--- src/rtl/chroma_upsample_stream_if.sv ---
// Block-stream bundle for chroma_upsample_stream: input block handshake plus
// expanded output stream. The slave side is the upsampler, the master side the host.
interface chroma_upsample_stream_if #(
  parameter int DATA_W = 9,
  parameter int CH_W   = 2
);
  logic [1:0]                     cfg_mode;
  logic                           in_valid;
  logic                           in_ready;
  logic [CH_W-1:0]                in_ch;
  logic [7:0][7:0][DATA_W-1:0]    in_block;
  logic                           out_valid;
  logic                           out_ready;
  logic [7:0][7:0][DATA_W-1:0]    out_block;
  logic [CH_W-1:0]                out_ch;
  logic [1:0]                     out_idx;
  logic                           out_last;
  logic                           drop_err;

  modport slave (
    input  cfg_mode, in_valid, in_ch, in_block, out_ready,
    output in_ready, out_valid, out_block, out_ch, out_idx, out_last, drop_err
  );

  modport master (
    output cfg_mode, in_valid, in_ch, in_block, out_ready,
    input  in_ready, out_valid, out_block, out_ch, out_idx, out_last, drop_err
  );
endinterface

--- src/rtl/chroma_upsample_stream.sv ---
// Expands one 8x8 chroma block into 1/2/4 full-resolution blocks (luma passes through).
// Define CHROMA_INTERP_EN to linearly interpolate odd output columns of 4:2:2/4:2:0 chroma.
module chroma_upsample_stream #(
  parameter int DATA_W = 9,
  parameter int NUM_CH = 3,
  parameter int CH_W   = $clog2(NUM_CH + 1)
) (
  input  logic                  clk,
  input  logic                  rst,
  chroma_upsample_stream_if.slave bus
);
  typedef logic [7:0][7:0][DATA_W-1:0] blk_t;

  localparam logic [0:0] IDLE = 1'b0;
  localparam logic [0:0] EMIT = 1'b1;

  logic [0:0]      state;
  blk_t            blk_q;
  logic [1:0]      exp_q;      // 0 = pass, 1 = horizontal x2, 2 = horizontal+vertical x2
  logic [1:0]      last_q;
  logic            out_valid_q;
  blk_t            out_block_q;
  logic [CH_W-1:0] out_ch_q;
  logic [1:0]      out_idx_q;
  logic            out_last_q;
  logic            drop_q;

  logic [1:0]      exp_in;
  logic [1:0]      sel_exp;
  logic [1:0]      sel_idx;
  logic [1:0]      sel_last;
  blk_t            sel_src;
  blk_t            map_blk;
  logic            bad_ch;

  always_comb begin
    exp_in = 2'd0;
    if (bus.in_ch != '0 && (bus.cfg_mode == 2'd1 || bus.cfg_mode == 2'd2))
      exp_in = bus.cfg_mode;
  end

  assign bad_ch   = bus.in_ch >= CH_W'(NUM_CH);
  assign sel_src  = (state == IDLE) ? bus.in_block : blk_q;
  assign sel_exp  = (state == IDLE) ? exp_in : exp_q;
  assign sel_idx  = (state == IDLE) ? 2'd0 : out_idx_q + 2'd1;
  assign sel_last = (sel_exp == 2'd2) ? 2'd3 : (sel_exp == 2'd1) ? 2'd1 : 2'd0;

  // One shared mapper: fed from the live input when entering EMIT, else from the capture.
  always_comb begin
    logic [2:0] iv, jv, ri, ci;
`ifdef CHROMA_INTERP_EN
    logic [2:0]    c1i;
    logic [DATA_W:0] sum;
`endif
    map_blk = '0;
    for (int i = 0; i < 8; i++) begin
      for (int j = 0; j < 8; j++) begin
        iv = 3'(i);
        jv = 3'(j);
        ri = (sel_exp == 2'd2) ? {sel_idx[1], iv[2:1]} : iv;
        ci = (sel_exp != 2'd0) ? {sel_idx[0], jv[2:1]} : jv;
`ifdef CHROMA_INTERP_EN
        c1i = (ci == 3'd7) ? 3'd7 : ci + 3'd1;
        sum = {1'b0, sel_src[ri][ci]} + {1'b0, sel_src[ri][c1i]} + (DATA_W+1)'(1);
        if (sel_exp != 2'd0 && jv[0])
          map_blk[i][j] = sum[DATA_W:1];
        else
          map_blk[i][j] = sel_src[ri][ci];
`else
        map_blk[i][j] = sel_src[ri][ci];
`endif
      end
    end
  end

  always_ff @(posedge clk) begin
    if (rst) begin
      state       <= IDLE;
      blk_q       <= '0;
      exp_q       <= 2'd0;
      last_q      <= 2'd0;
      out_valid_q <= 1'b0;
      out_block_q <= '0;
      out_ch_q    <= '0;
      out_idx_q   <= 2'd0;
      out_last_q  <= 1'b0;
      drop_q      <= 1'b0;
    end else begin
      drop_q <= 1'b0;
      case (state)
        IDLE: begin
          if (bus.in_valid) begin
            if (bad_ch) begin
              drop_q <= 1'b1;
            end else begin
              blk_q       <= bus.in_block;
              exp_q       <= exp_in;
              last_q      <= sel_last;
              out_valid_q <= 1'b1;
              out_block_q <= map_blk;
              out_ch_q    <= bus.in_ch;
              out_idx_q   <= 2'd0;
              out_last_q  <= (sel_last == 2'd0);
              state       <= EMIT;
            end
          end
        end
        default: begin
          if (bus.out_ready) begin
            if (out_last_q) begin
              out_valid_q <= 1'b0;
              state       <= IDLE;
            end else begin
              out_idx_q   <= sel_idx;
              out_last_q  <= (sel_idx == last_q);
              out_block_q <= map_blk;
            end
          end
        end
      endcase
    end
  end

  assign bus.in_ready  = (state == IDLE) && !rst;
  assign bus.out_valid = out_valid_q;
  assign bus.out_block = out_block_q;
  assign bus.out_ch    = out_ch_q;
  assign bus.out_idx   = out_idx_q;
  assign bus.out_last  = out_last_q;
  assign bus.drop_err  = drop_q;
endmodule

--- src/flat_wrapper.sv ---
// flat-port wrapper written by rule: the top's interface ports become plain ports
module chroma_upsample_stream_flat 
#(
  parameter int DATA_W = 9,
  parameter int NUM_CH = 3,
  parameter int CH_W   = $clog2(NUM_CH + 1)
)
  (clk, rst, bus_cfg_mode, bus_in_valid, bus_in_ch, bus_in_block, bus_out_ready, bus_in_ready, bus_out_valid, bus_out_block, bus_out_ch, bus_out_idx, bus_out_last, bus_drop_err);
  chroma_upsample_stream_if #(.DATA_W(DATA_W), .CH_W(CH_W)) bus_i ();
  input  logic clk;
  input  logic rst;
  input wire logic [$bits(bus_i.cfg_mode)-1:0] bus_cfg_mode;
  input wire logic [$bits(bus_i.in_valid)-1:0] bus_in_valid;
  input wire logic [$bits(bus_i.in_ch)-1:0] bus_in_ch;
  input wire logic [$bits(bus_i.in_block)-1:0] bus_in_block;
  input wire logic [$bits(bus_i.out_ready)-1:0] bus_out_ready;
  output wire logic [$bits(bus_i.in_ready)-1:0] bus_in_ready;
  output wire logic [$bits(bus_i.out_valid)-1:0] bus_out_valid;
  output wire logic [$bits(bus_i.out_block)-1:0] bus_out_block;
  output wire logic [$bits(bus_i.out_ch)-1:0] bus_out_ch;
  output wire logic [$bits(bus_i.out_idx)-1:0] bus_out_idx;
  output wire logic [$bits(bus_i.out_last)-1:0] bus_out_last;
  output wire logic [$bits(bus_i.drop_err)-1:0] bus_drop_err;
  assign bus_i.cfg_mode = bus_cfg_mode;
  assign bus_i.in_valid = bus_in_valid;
  assign bus_i.in_ch = bus_in_ch;
  assign bus_i.in_block = bus_in_block;
  assign bus_i.out_ready = bus_out_ready;
  assign bus_in_ready = bus_i.in_ready;
  assign bus_out_valid = bus_i.out_valid;
  assign bus_out_block = bus_i.out_block;
  assign bus_out_ch = bus_i.out_ch;
  assign bus_out_idx = bus_i.out_idx;
  assign bus_out_last = bus_i.out_last;
  assign bus_drop_err = bus_i.drop_err;
  chroma_upsample_stream #(.DATA_W(DATA_W), .NUM_CH(NUM_CH), .CH_W(CH_W)) u_core (.clk(clk), .rst(rst), .bus(bus_i));
endmodule
--- config.mk ---
export PLATFORM = sky130hd
export DESIGN_NAME = chroma_upsample_stream_flat
export DESIGN_NICKNAME = d
export VERILOG_FILES = /design/src/rtl/chroma_upsample_stream_if.sv /design/src/rtl/chroma_upsample_stream.sv /design/src/flat_wrapper.sv
export SDC_FILE = /design/constraint.sdc
export NUM_CORES = 2
export LEC_CHECK = 0
export ABC_AREA = 1
export CAP_MARGIN = 25
export CORE_AREA = 2 2 450 452
export CTS_CLUSTER_SIZE = 20
export DETAILED_ROUTE_END_ITERATION = 7
export DIE_AREA = 0 0 452 454
export PLACE_DENSITY = 0.58
export SETUP_SLACK_MARGIN = 0.4
export SYNTH_ARGS = -nofsm -noshare
export SYNTH_HDL_FRONTEND = slang
export SYNTH_SLANG_ARGS = --single-unit
--- constraint.sdc ---
create_clock -name clk -period 9.71 [get_ports clk]
set_clock_uncertainty 0.2 [all_clocks]
set_input_delay 2.913 -clock clk [delete_from_list [all_inputs] [get_ports clk]]
set_output_delay 2.913 -clock clk [all_outputs]
set_load 0.01 [all_outputs]
==> run_results.csv <==
group,metric,value,unit
die,dieArea,205000,um^2
run,max_cap_viol_count,0,
layout,finalNetCount,12800,
layout,post_route_cells_drive_above_1_share,0.0484,
grt,gr-total-overflow,0,
pwr,ir_drop,207,uV
placement,preCtsSetupSlack,1.64,ns
worst_setup_path,critical_path.endpoint_type,"register",
logic_synthesis,synth_edf_count,0,
worst_setup_path,setup.worst_path.start,"bus_in_ch[1]",
logic_synthesis,postSynth.asyncResetShare,0,
clocking,ctsResizeCount,0,
clocking,max-clock-path-buffers,3,
clocking,clk-insertion-delay-late,0.86,ns
placement,gp_routability_congestion,1.19,
clocking,worst_setup_hold_path_clk_slew,0.06,ns
routing,vias,90700,
timing,max_slew_margin,-0.00842,
worst_setup_path,timing.critical_path.from_type,"input pin",
worst_setup_path,cp.arrival,8.01,ns
routing,detail_route.drc_violations,4,
logic_synthesis,post_synth.cell_area_avg,5.95,um^2
layout,final_common_cell,"sky130_fd_sc_hd__nand2_1",
routing,wl_per_cell,38.1,um
die,initial_core_util,0.339,
grt,grt_max_degree,236,
worst_setup_path,worst-setup-path-type,"in2reg",
clocking,ctsHoldBuffers,0,
logic_synthesis,synth_nets,12000,
timing,period_utilization_post_route,0.770,
min_path,hold_crit_start,"u_core.blk_q[273]",
logic_synthesis,yosys_register_bits,1164,
die,core,201000,um^2
clocking,htree_num_levels,4,
layout,fillCellCount,21500,
logic_synthesis,netlist_area,68000,um^2
routing,vias_per_cell,6.02,
pwr,power.combinational.fraction,0.444,
grt,wire_length_of_the_first_global_routing_pass,736000,um
outcome,outcome,"complete, but fails checks",
layout,area.growth.synth_to_final,29.0,%
die,die_y,454,um
timing,final-hold-violation-count,0,
outcome,failed_checks,"design-rule violations, max-slew violations",
timing,final_period_minus_worst_setup_slack,7.47,ns
logic_synthesis,yosys.cell_types.count,35,
grt,antenna_found_initial,137,
pwr,pwr-share-seq,0.283,
routing,drtPass1Iterations,8,
pwr,leakage,0.0398,uW
min_path,worstHoldPathCells,2,
grt,grt_pass1_vias,79200,
grt,grt_use_total,0.536,
placement,place_inst,14700,
worst_setup_path,rr_startpoint,"u_core.state",
layout,multiInputGateArea,37700,um^2
timing,grt_setup_unrepaired,"false",
logic_synthesis,synth-main-ff-cell,"sky130_fd_sc_hd__dfxtp_1",
worst_setup_path,required_time_of_the_worst_setup_path,10.25,ns
worst_setup_path,rrSetupSlack,3.87,ns
routing,drt-initial-drc-count,16400,
clocking,tritoncts_clock_tree,"done",
pwr,power.net_switching,10200,uW
timing,maximum_operating_frequency,0.134,GHz
pwr,power_density,244,nW/um^2
clocking,cts_inserted_buffers,147,
clocking,post-cts-setup-buffer-count,0,
die,chipWidth,452,um
worst_setup_path,worst_case_reg_to_reg_path_depth,13,
timing,setup_viol_count_final,0,
placement,place.port_buffers,1167,
routing,routed_wl,574000,um
timing,setup_tns,0,ns
layout,regArea,23300,um^2
die,boundaryPins,1168,
placement,post-dp-hpwl,454000,um
clocking,clock-sinks,1164,
logic_synthesis,post_synth_inst_count,11400,
routing,detail-route-antenna-nets,0,
layout,post-route-util,0.437,
timing,post-route-worst-setup-slack,2.24,ns
pwr,power,21400,uW
layout,layout.cells.most_common_list,"3873 x sky130_fd_sc_hd__nand2_1, 1452 x sky130_fd_sc_hd__o21ai_0, 1166 x sky130_fd_sc_hd__clkdlybuf4s50_1, 1163 x sky130_fd_sc_hd__dfxtp_1, 957 x sky130_fd_sc_hd__nor2_1",
timing,worst_slew_pin_slew,1.51,ns
pwr,switching_share_of_power,0.478,
min_path,hold_path_class,"reg2reg",
pwr,cell_internal_pwr,11200,uW
logic_synthesis,yosysWarnings,0,
timing,timing_max_transition_violations_final,26,
logic_synthesis,synth_seq_area_share,0.343,
worst_setup_path,critical_path_peak_fanout,102,
layout,final_cells,15100,
die,floorplan.rows,165,
clocking,clk_root_buf,"sky130_fd_sc_hd__clkbuf_16",
pwr,power_frac_clock,0.273,
## final cells by class
cell class,instances,share of cell area
Tap cell,2672,0.0381
Inverter,955,0.0414
Timing Repair Buffer,1466,0.165
Clock inverter,69,0.00887
Multi-Input combinational cell,8468,0.430
Antenna cell,94,0.00268
Sequential cell,1164,0.266
Clock buffer,195,0.0478
## synthesized netlist by cell type, types with 3 or more instances
library cell | number | area share
sky130_fd_sc_hd__clkbuf_1 | 503 | 0.028
sky130_fd_sc_hd__nand3b_1 | 10 | 0.0011
sky130_fd_sc_hd__or2_2 | 7 | 0.00064
sky130_fd_sc_hd__o21a_1 | 84 | 0.0093
sky130_fd_sc_hd__inv_2 | 4 | 0.00022
sky130_fd_sc_hd__ha_1 | 3 | 0.00055
sky130_fd_sc_hd__o21ai_0 | 1532 | 0.11
sky130_fd_sc_hd__a21oi_1 | 610 | 0.045
sky130_fd_sc_hd__a21o_1 | 19 | 0.0021
sky130_fd_sc_hd__a21boi_0 | 42 | 0.0046
sky130_fd_sc_hd__o21ai_1 | 31 | 0.0023
sky130_fd_sc_hd__nor2_1 | 959 | 0.053
sky130_fd_sc_hd__buf_2 | 276 | 0.020
sky130_fd_sc_hd__inv_1 | 948 | 0.052
sky130_fd_sc_hd__clkinv_1 | 3 | 0.00017
sky130_fd_sc_hd__or2_1 | 9 | 0.00083
sky130_fd_sc_hd__a211oi_1 | 72 | 0.0079
sky130_fd_sc_hd__nor2_4 | 3 | 0.00050
sky130_fd_sc_hd__a31oi_1 | 93 | 0.0086
sky130_fd_sc_hd__nand4_1 | 16 | 0.0015
sky130_fd_sc_hd__buf_1 | 51 | 0.0028
sky130_fd_sc_hd__nand2_1 | 3874 | 0.21
sky130_fd_sc_hd__and2_1 | 103 | 0.0095
sky130_fd_sc_hd__or2_0 | 10 | 0.00092
sky130_fd_sc_hd__o21bai_1 | 47 | 0.0052
sky130_fd_sc_hd__o211ai_1 | 69 | 0.0076
sky130_fd_sc_hd__dfxtp_1 | 1164 | 0.34
sky130_fd_sc_hd__buf_4 | 13 | 0.0014
sky130_fd_sc_hd__nand3_1 | 866 | 0.064
## logic make-up after synthesis
| family | Yosys count | share of synthesized area |
|---|---|---|
| compound gates | 2601 | 0.205 |
| buf+inv | 1798 | 0.105 |
| flops | 1164 | 0.343 |
| fa+ha+maj | 3 | 0.000552 |
| xor+xnor | 1 | 0.000129 |
| simple gates | 5863 | 0.346 |
## stage by stage
stage	hold WS [ns]	instance area, um^2
after floorplan	0.224	68000
after global placement	0.233	82000
after detailed placement	0.237	82400
after CTS	0.246	87400
after global routing	0.261	87600
final	0.246	87700
## path summary, 6_finish.rpt
path	endpoint
worst max-delay path	u_core.bus.out_block[394]
worst min-delay path	u_core.blk_q[273]
worst max register to register	u_core.bus.out_block[394]
worst min register to register	u_core.blk_q[273]
## power by group through the flow
stage          logic, uW  clock network, uW  registers [uW]
4_1_cts             8830               5820            5990
3_5_place_dp        8800                  0            6090
3_3_place_gp        8760                  0            6080
6_report            9500               5840            6050
2_1_floorplan       3700                  0            5920
5_1_grt             9520               5990            6030
## state kept, by name, indices dropped and copies added (netlist names), 2 cells and up
name and cells:
u_core.blk_q 576, u_core.bus.out_block 576, u_core.bus.out_ch 2, u_core.bus.out_idx 2
u_core.exp_q 2, u_core.last_q 2
## worst max-delay path, cell delays in order
cell and delay, ns:
sky130_fd_sc_hd__clkdlybuf4s50_1 0.45, sky130_fd_sc_hd__or2_2 0.33, sky130_fd_sc_hd__nand3b_1 0.13, sky130_fd_sc_hd__nand2_1 0.06
sky130_fd_sc_hd__o21ai_0 0.34, sky130_fd_sc_hd__ha_4 0.63, sky130_fd_sc_hd__buf_12 0.52, sky130_fd_sc_hd__buf_4 0.82
sky130_fd_sc_hd__nand3_1 0.27, sky130_fd_sc_hd__nand3_1 0.15, sky130_fd_sc_hd__nand3_1 0.22, sky130_fd_sc_hd__nand3_1 0.36
sky130_fd_sc_hd__nand2_1 0.09, sky130_fd_sc_hd__nor2_1 0.13, sky130_fd_sc_hd__buf_4 0.21, sky130_fd_sc_hd__nor2_1 0.05
## metal layers
| metal | GRT usage | share of wire | vias up |
|---|---|---|---|
| met2 | 0.711 | 0.38 | 7345 |
| met5 | 0 | 0.0013 | - |
| li1 | - | - | 38300 |
| met4 | 0.528 | 0.12 | 74 |
| met3 | 0.226 | 0.14 | 1721 |
| met1 | 0.634 | 0.36 | 43300 |
Note: power is estimated with default switching activity, not from simulation.
